### src/rtl/if_fetch_stage.sv
// if_fetch_stage
// ---------------------------------------------------------------------------
// Instruction-fetch stage. Holds the PC, fetches one word per request from
// instruction memory and loads the IF/ID pipeline register that feeds the
// decoder. It honours stalls from the hazard unit and jump redirects from
// the decoder, squashing wrong-path fetches.
//
// Optional feature macro: IF_DELAY_SLOT_EN
//   defined   : the fetch after a jump (jump pc+4) is delivered as a valid
//               delay-slot instruction, then the redirect takes effect.
//   undefined : the wrong-path fetch is squashed (IF/ID gets a bubble).
//
// Ports
//   clk, rst          clock, synchronous active-high reset
//   stall             hold IF/ID and PC (hazard unit)
//   jump, jump_target redirect request from ID; target bits [1:0] ignored
//   imem_req/addr     fetch request and word-aligned address
//   imem_ack/rdata    fetch completion and instruction word
//   ifid_valid/pc/instr  IF/ID register (valid=0 means bubble)
//   dbg_state         current FSM state (FETCH=0, HOLD=1, DISCARD=2)
//
// Handshake: a fetch is issued while imem_req=1 and completes on the rising
// edge where imem_req=1 and imem_ack=1 (a same-cycle ack is legal). While
// imem_req=1 and unacked, imem_addr is held stable. imem_ack is ignored when
// imem_req=0, including throughout reset.
// ---------------------------------------------------------------------------
module if_fetch_stage #(
  parameter int              PC_W     = 32,
  parameter logic [PC_W-1:0] RESET_PC = '0
) (
  input  logic            clk,
  input  logic            rst,
  input  logic            stall,
  input  logic            jump,
  input  logic [PC_W-1:0] jump_target,
  output logic            imem_req,
  output logic [PC_W-1:0] imem_addr,
  input  logic            imem_ack,
  input  logic [31:0]     imem_rdata,
  output logic            ifid_valid,
  output logic [PC_W-1:0] ifid_pc,
  output logic [31:0]     ifid_instr,
  output logic [1:0]      dbg_state
);

  typedef enum logic [1:0] {
    FETCH   = 2'd0,
    HOLD    = 2'd1,
    DISCARD = 2'd2
  } state_t;

  state_t          state_q, state_d;
  logic [PC_W-1:0] pc_q, pc_d;
  logic [PC_W-1:0] redir_q, redir_d;
  logic [PC_W-1:0] buf_pc_q, buf_pc_d;
  logic [31:0]     buf_instr_q, buf_instr_d;
  logic            ifid_valid_q, ifid_valid_d;
  logic [PC_W-1:0] ifid_pc_q, ifid_pc_d;
  logic [31:0]     ifid_instr_q, ifid_instr_d;
`ifdef IF_DELAY_SLOT_EN
  // A jump was accepted while its delay-slot fetch was still outstanding.
  logic            slot_q, slot_d;
`endif

  logic            jump_acc;
  logic            ack_ok;
  logic [PC_W-1:0] tgt;
  logic [PC_W-1:0] seq_pc;

  // Stall has priority: a jump seen under stall is re-asserted later by ID.
  assign jump_acc = jump && !stall;
  assign ack_ok   = imem_req && imem_ack;
  // Masking keeps the target word aligned.
  assign tgt      = jump_target & ~PC_W'(3);

  // Address following a completed fetch: pc+4, or the pending redirect once
  // a delay slot has been fetched.
`ifdef IF_DELAY_SLOT_EN
  assign seq_pc = slot_q ? redir_q : pc_q + PC_W'(4);
`else
  assign seq_pc = pc_q + PC_W'(4);
`endif

  always_comb begin
    state_d      = state_q;
    pc_d         = pc_q;
    redir_d      = redir_q;
    buf_pc_d     = buf_pc_q;
    buf_instr_d  = buf_instr_q;
    ifid_valid_d = ifid_valid_q;
    ifid_pc_d    = ifid_pc_q;
    ifid_instr_d = ifid_instr_q;
`ifdef IF_DELAY_SLOT_EN
    slot_d       = slot_q;
`endif

    unique case (state_q)
      FETCH: begin
        if (jump_acc) begin
          redir_d = tgt;
`ifdef IF_DELAY_SLOT_EN
          if (ack_ok) begin
            // This fetch is the delay slot: deliver it, then redirect.
            ifid_valid_d = 1'b1;
            ifid_pc_d    = pc_q;
            ifid_instr_d = imem_rdata;
            pc_d         = tgt;
            slot_d       = 1'b0;
          end else begin
            ifid_valid_d = 1'b0;
            slot_d       = 1'b1;
          end
`else
          ifid_valid_d = 1'b0;
          if (ack_ok) pc_d = tgt;
          else        state_d = DISCARD;
`endif
        end else if (stall) begin
          if (ack_ok) begin
            buf_pc_d    = pc_q;
            buf_instr_d = imem_rdata;
            pc_d        = seq_pc;
            state_d     = HOLD;
`ifdef IF_DELAY_SLOT_EN
            slot_d      = 1'b0;
`endif
          end
        end else if (ack_ok) begin
          ifid_valid_d = 1'b1;
          ifid_pc_d    = pc_q;
          ifid_instr_d = imem_rdata;
          pc_d         = seq_pc;
`ifdef IF_DELAY_SLOT_EN
          slot_d       = 1'b0;
`endif
        end else begin
          ifid_valid_d = 1'b0;
        end
      end

      HOLD: begin
        // pc already points past the buffered word (set on entry).
        if (jump_acc) begin
          redir_d = tgt;
          pc_d    = tgt;
          state_d = FETCH;
`ifdef IF_DELAY_SLOT_EN
          // The buffered word is the delay slot of the jump.
          ifid_valid_d = 1'b1;
          ifid_pc_d    = buf_pc_q;
          ifid_instr_d = buf_instr_q;
`else
          ifid_valid_d = 1'b0;
`endif
        end else if (!stall) begin
          ifid_valid_d = 1'b1;
          ifid_pc_d    = buf_pc_q;
          ifid_instr_d = buf_instr_q;
          state_d      = FETCH;
        end
      end

      DISCARD: begin
        if (jump_acc) begin
          redir_d      = tgt;
          ifid_valid_d = 1'b0;
        end else if (!stall) begin
          ifid_valid_d = 1'b0;
        end
        // Wrong-path word is dropped on arrival.
        if (ack_ok) begin
          pc_d    = jump_acc ? tgt : redir_q;
          state_d = FETCH;
        end
      end

      default: state_d = FETCH;
    endcase
  end

  always_ff @(posedge clk) begin
    if (rst) begin
      state_q      <= FETCH;
      pc_q         <= RESET_PC;
      redir_q      <= RESET_PC;
      buf_pc_q     <= '0;
      buf_instr_q  <= '0;
      ifid_valid_q <= 1'b0;
      ifid_pc_q    <= '0;
      ifid_instr_q <= '0;
`ifdef IF_DELAY_SLOT_EN
      slot_q       <= 1'b0;
`endif
    end else begin
      state_q      <= state_d;
      pc_q         <= pc_d;
      redir_q      <= redir_d;
      buf_pc_q     <= buf_pc_d;
      buf_instr_q  <= buf_instr_d;
      ifid_valid_q <= ifid_valid_d;
      ifid_pc_q    <= ifid_pc_d;
      ifid_instr_q <= ifid_instr_d;
`ifdef IF_DELAY_SLOT_EN
      slot_q       <= slot_d;
`endif
    end
  end

  // In DISCARD pc_q still holds the wrong-path address, keeping it stable.
  assign imem_req   = !rst && (state_q != HOLD);
  assign imem_addr  = pc_q;
  assign ifid_valid = ifid_valid_q;
  assign ifid_pc    = ifid_pc_q;
  assign ifid_instr = ifid_instr_q;
  assign dbg_state  = state_q;

endmodule

### config.mk
export PLATFORM = sky130hd
export DESIGN_NAME = if_fetch_stage
export DESIGN_NICKNAME = d
export VERILOG_FILES = /design/src/rtl/if_fetch_stage.sv
export SDC_FILE = /design/constraint.sdc
export NUM_CORES = 1
export LEC_CHECK = 0
export CAP_MARGIN = 20
export CORE_ASPECT_RATIO = 2
export CORE_MARGIN = 5
export CORE_UTILIZATION = 48
export CTS_BUF_LIST = sky130_fd_sc_hd__clkbuf_4
export CTS_CLUSTER_DIAMETER = 100
export CTS_CLUSTER_SIZE = 20
export DETAILED_ROUTE_END_ITERATION = 7
export GPL_ROUTABILITY_DRIVEN = 1
export GPL_TIMING_DRIVEN = 0
export PLACE_DENSITY = 0.8
export SLEW_MARGIN = 20
export SYNTH_ARGS = -nofsm -noshare
export SYNTH_HDL_FRONTEND = slang
export SYNTH_SLANG_ARGS = --single-unit
### constraint.sdc
create_clock -name clk -period 3.3 [get_ports clk]
set_input_delay 0.495 -clock clk [delete_from_list [all_inputs] [get_ports clk]]
set_output_delay 0.495 -clock clk [all_outputs]
set_load 0.1 [all_outputs]
==> summary.md <==
| Metric | Value |
|---|---|
| Result of the run | `complete, no violations` |
| Max FO, Critical Path | `18` |
| Cells on worst reg2reg path | `9` |
| WHS Path Cells | `4` |
| F_max | `315 MHz` |
| # hold bufs at CTS | `0` |
| Worst min path class | `in -> reg` |
| Die extent in x | `107 µm` |
| Setup repair after global routing missed its margin | `no` |
| Count of flip-flops with a built-in enable after synthesis | `0` |
| Capture endpoint of the worst hold path | `imem_addr[9]$_SDFFE_PP0P_` |
| Initial antenna violation count | `1` |
| Sequential-to-total area share from yosys stat | `0.431` |
| Dominant cell type by count on the critical path | `buf_2` |
| Number of global-route vias before repair | `8,845` |
| Total number of yosys warnings | `0` |
| Worst slew slack as a fraction of its limit | `0.282` |
| 1st-pass router iterations | `5` |
| Synthesized instance count | `1,103` |
| Maximum number of pins on one net before global-route repair | `19` |
| Endpoint of the worst register-to-register path | `imem_addr[13]$_SDFFE_PP0P_` |
| Reg-to-Reg Start | `dbg_state[1]$_SDFFE_PP0P_` |
| Signed area change from the synthesized netlist to the final layout | `24.8%` |
| Minimum period implied by the final worst setup slack | `3180 ps` |
| Post-Route Hold Slack | `375 ps` |
| DRC viols | `0` |
| Most used cells in the layout excluding fill and tap cells | `nand2_1 (225), dfxtp_1 (195), clkdlybuf4s50_1 (164), a21oi_1 (113), nor2_1 (88)` |
| Antenna viol nets, final | `0` |
| Synth Area per Inst | `8.22 µm²` |
| Synthesized area | `9060 µm²` |
| Layout cell share with drive strength beyond 1 | `0.0616` |
| Max Root-Sink Buffers | `2` |
| Flip-flop and latch count after synthesis | `195` |
| Count of different cell masters after synthesis | `65` |
| Setup Fix Bufs, Post-CTS | `0` |
| Crit path launch type | `register` |
| VDD IR max | `0.287 mV` |
| Sequential cell area | `3900 µm²` |
| Final Setup Violations | `0` |
| Chip Height | `204 µm` |
| Starting utilization of the core area | `0.483` |
| Source-to-sink clock delay at the later pin of the worst-skew pair | `620 ps` |
| Placer congestion estimate | `0.961` |
| H-tree Lvls | `4` |
| Flop-to-flop setup slack | `190 ps` |
| Clock transition time at the flip-flop clock pins of the worst setup and hold paths | `170 ps` |
| Synthesized netlist net count | `1,177` |
| Clock buffers created by TritonCTS | `17` |
| Worst slew pin tran | `1070 ps` |
| Rows | `71` |
| Primary FF master, synth | `dfxtp_1` |
| Worst Setup Path Type | `reg -> out` |
| Vias after detailed routing | `8,932` |
| Count of fill cells added during filler insertion | `1,706` |
| Library cell contributing the largest single delay on the critical path | `clkdlybuf4s15_2` |
| Wire length of the first global-routing pass | `45,800 µm` |
| Max-cap violation count | `0` |
| Launch instance of the worst min-delay path | `rst` |
| Detail-routed via count per cell | `5.74` |
| Clk_skew | `26.6 ps` |
| Final number of hold-violating endpoints | `0` |
| Footprint of the multi-input gates | `4630 µm²` |
| Net count, final | `1,360` |
| Worst path required time | `2800 ps` |
| CP endpoint kind | `primary output` |
| Final core area utilization | `0.603` |
| Overall overflow remaining after global route | `0` |
| Count of boundary I/O pins | `169` |
| Number of DRC markers after the initial detailed-route iteration | `666` |
| Synth async-reset ratio | `0` |
| Final-report max-slew violation count | `0` |
| Core region area | `18,700 µm²` |
| WL final | `29,600 µm` |
| Crit path DAT | `2680 ps` |
| Total power divided by cell area | `446 nW/µm²` |
| Area of the die | `21,900 µm²` |
| Tcrit/Tclk final | `0.963` |
| Clock Tree Root | `clkbuf_4` |
| Max stage delay on crit path | `570 ps` |
| Leakage component of the power | `3.57 nW` |
| Most common library cell in the layout ignoring fill and taps | `nand2_1` |
| Half-perimeter wire length after detailed placement | `23,600 µm` |
| TritonCTS clock tree | `yes` |
| Ordered cell list for the critical path | `inv_1 > ha_1 > buf_2 > buf_2 > nor2_4 > clkdlybuf4s15_2` |
| Port Buf Inserts | `165` |
| Aggregate global-route resource usage | `0.269` |
| CTS Sinks | `195` |
| WL/cell | `19.0 µm` |
[layer usage]
layer / track usage / share of wire / vias to the layer above
li1: - / - / 4290
met1: 0.263 / 0.34 / 4133
met2: 0.492 / 0.53 / 381
met3: 0.0351 / 0.050 / 128
met4: 0.214 / 0.080 / 0
met5: 0 / 0 / -
[timing repair]
action / 4_1_cts / 5_1_grt
setup endpoints to repair: 1 / 11
cloned: 0 / 0
gates resized for setup: 4 / 8
pin swaps: 0 / 0
[flip-flops by register name, summed over array words and instances, names as in the netlist]
name         count
imem_addr       32
buf_instr_q     32
dbg_state        2
redir_q         32
ifid_valid       1
buf_pc_q        32
ifid_pc         32
ifid_instr      32
[per-stage QoR]
step | setup slack [ps] | instances | TNS [ps] | instance area, µm² | power, mW
3_3_place_gp | -345 | 1523 | -345 | 11000 | 3.83
3_5_place_dp | -340 | 1523 | -340 | 11000 | 3.84
6_report | 121 | 1555 | 0 | 11300 | 5.04
2_1_floorplan | 213 | 1103 | 0 | 9070 | 3.44
4_1_cts | 117 | 1554 | 0 | 11300 | 5.04
5_1_grt | 11.2 | 1555 | 0 | 11300 | 5.22
[power breakdown]
part	switching, mW	total (mW)	leakage (nW)	internal [mW]
sequential	0.106	2.56	1.58	2.45
clock	0.894	1.24	0.145	0.344
combinational	0.876	1.25	1.84	0.371
total	1.88	5.04	3.57	3.17
[worst max path at each step]
stage                                    startpoint                         end  cells past startpoint
after floorplan           dbg_state[1]$_SDFFE_PP0P_  imem_addr[22]$_SDFFE_PP0P_                     10
after global placement    dbg_state[0]$_SDFFE_PP0P_                    imem_req                      6
after detailed placement  dbg_state[0]$_SDFFE_PP0P_                    imem_req                      6
after CTS                 dbg_state[1]$_SDFFE_PP0P_    ifid_pc[21]$_SDFFE_PP0P_                      9
after global routing      dbg_state[1]$_SDFFE_PP0P_    ifid_pc[17]$_SDFFE_PP0P_                      9
final                     dbg_state[1]$_SDFFE_PP0P_                    imem_req                      6
[cells by family after synthesis]
| kind of cell | count (synthesis) | synth area share |
|---|---|---|
| AND/OR/NAND/NOR | 412 | 0.199 |
| AO/OA/AOI/OAI | 303 | 0.218 |
| flip-flops | 195 | 0.431 |
| buffers and inverters | 109 | 0.0591 |
| multiplexers | 72 | 0.0795 |
| XOR/XNOR | 7 | 0.00677 |
| adder cells (fa/ha/maj) | 5 | 0.00690 |
[synthesized netlist by cell type, types with 3 or more instances]
library cell | number | area (µm²)
o22ai_1 | 8 | 50.1
o21bai_1 | 4 | 30.0
nand2_1 | 225 | 845
nand3_1 | 18 | 90.1
a22o_1 | 14 | 123
o31a_2 | 3 | 30.0
nor3_1 | 13 | 65.1
nand4_1 | 11 | 68.8
nor2_1 | 89 | 334
inv_1 | 7 | 26.3
nand2b_1 | 6 | 37.5
xnor2_1 | 4 | 35.0
buf_1 | 11 | 41.3
o31ai_1 | 11 | 82.6
and3_1 | 5 | 31.3
a31oi_1 | 6 | 37.5
dfxtp_1 | 195 | 3900
clkbuf_8 | 6 | 82.6
or4_1 | 4 | 30.0
mux2i_1 | 72 | 721
ha_1 | 5 | 62.6
nor4_1 | 11 | 68.8
o31a_1 | 3 | 26.3
nor2b_1 | 3 | 18.8
a21oi_1 | 113 | 566
a211oi_1 | 70 | 526
a22oi_1 | 15 | 113
buf_4 | 4 | 30.0
o211ai_1 | 9 | 67.6
clkbuf_1 | 64 | 240
buf_2 | 12 | 60.1
o21ai_0 | 24 | 120
and2_1 | 4 | 25.0
a21o_1 | 4 | 30.0
a221oi_1 | 3 | 26.3
nor3b_1 | 9 | 67.6
xor2_1 | 3 | 26.3
[final cells by class]
| cell class | count | area share |
|---|---|---|
| inverters | 7 | 0.00232 |
| multi-input cells | 799 | 0.409 |
| clock buffers | 19 | 0.0126 |
| repair buffers | 165 | 0.146 |
| clock inverters | 13 | 0.0105 |
| plain buffers | 101 | 0.0453 |
| diodes | 1 | 0.000221 |
| flip-flops and latches | 195 | 0.345 |
| well taps | 255 | 0.0282 |
[worst max-delay path: cells and delay by family, from the launching register on]
kind                       cells  cell delay [ps]
buffers and inverters          4             1250
DFF                            1              480
adders and majority gates      1              180
and+or+nand+nor                1              150
Power figures use the tool's default switching activity.
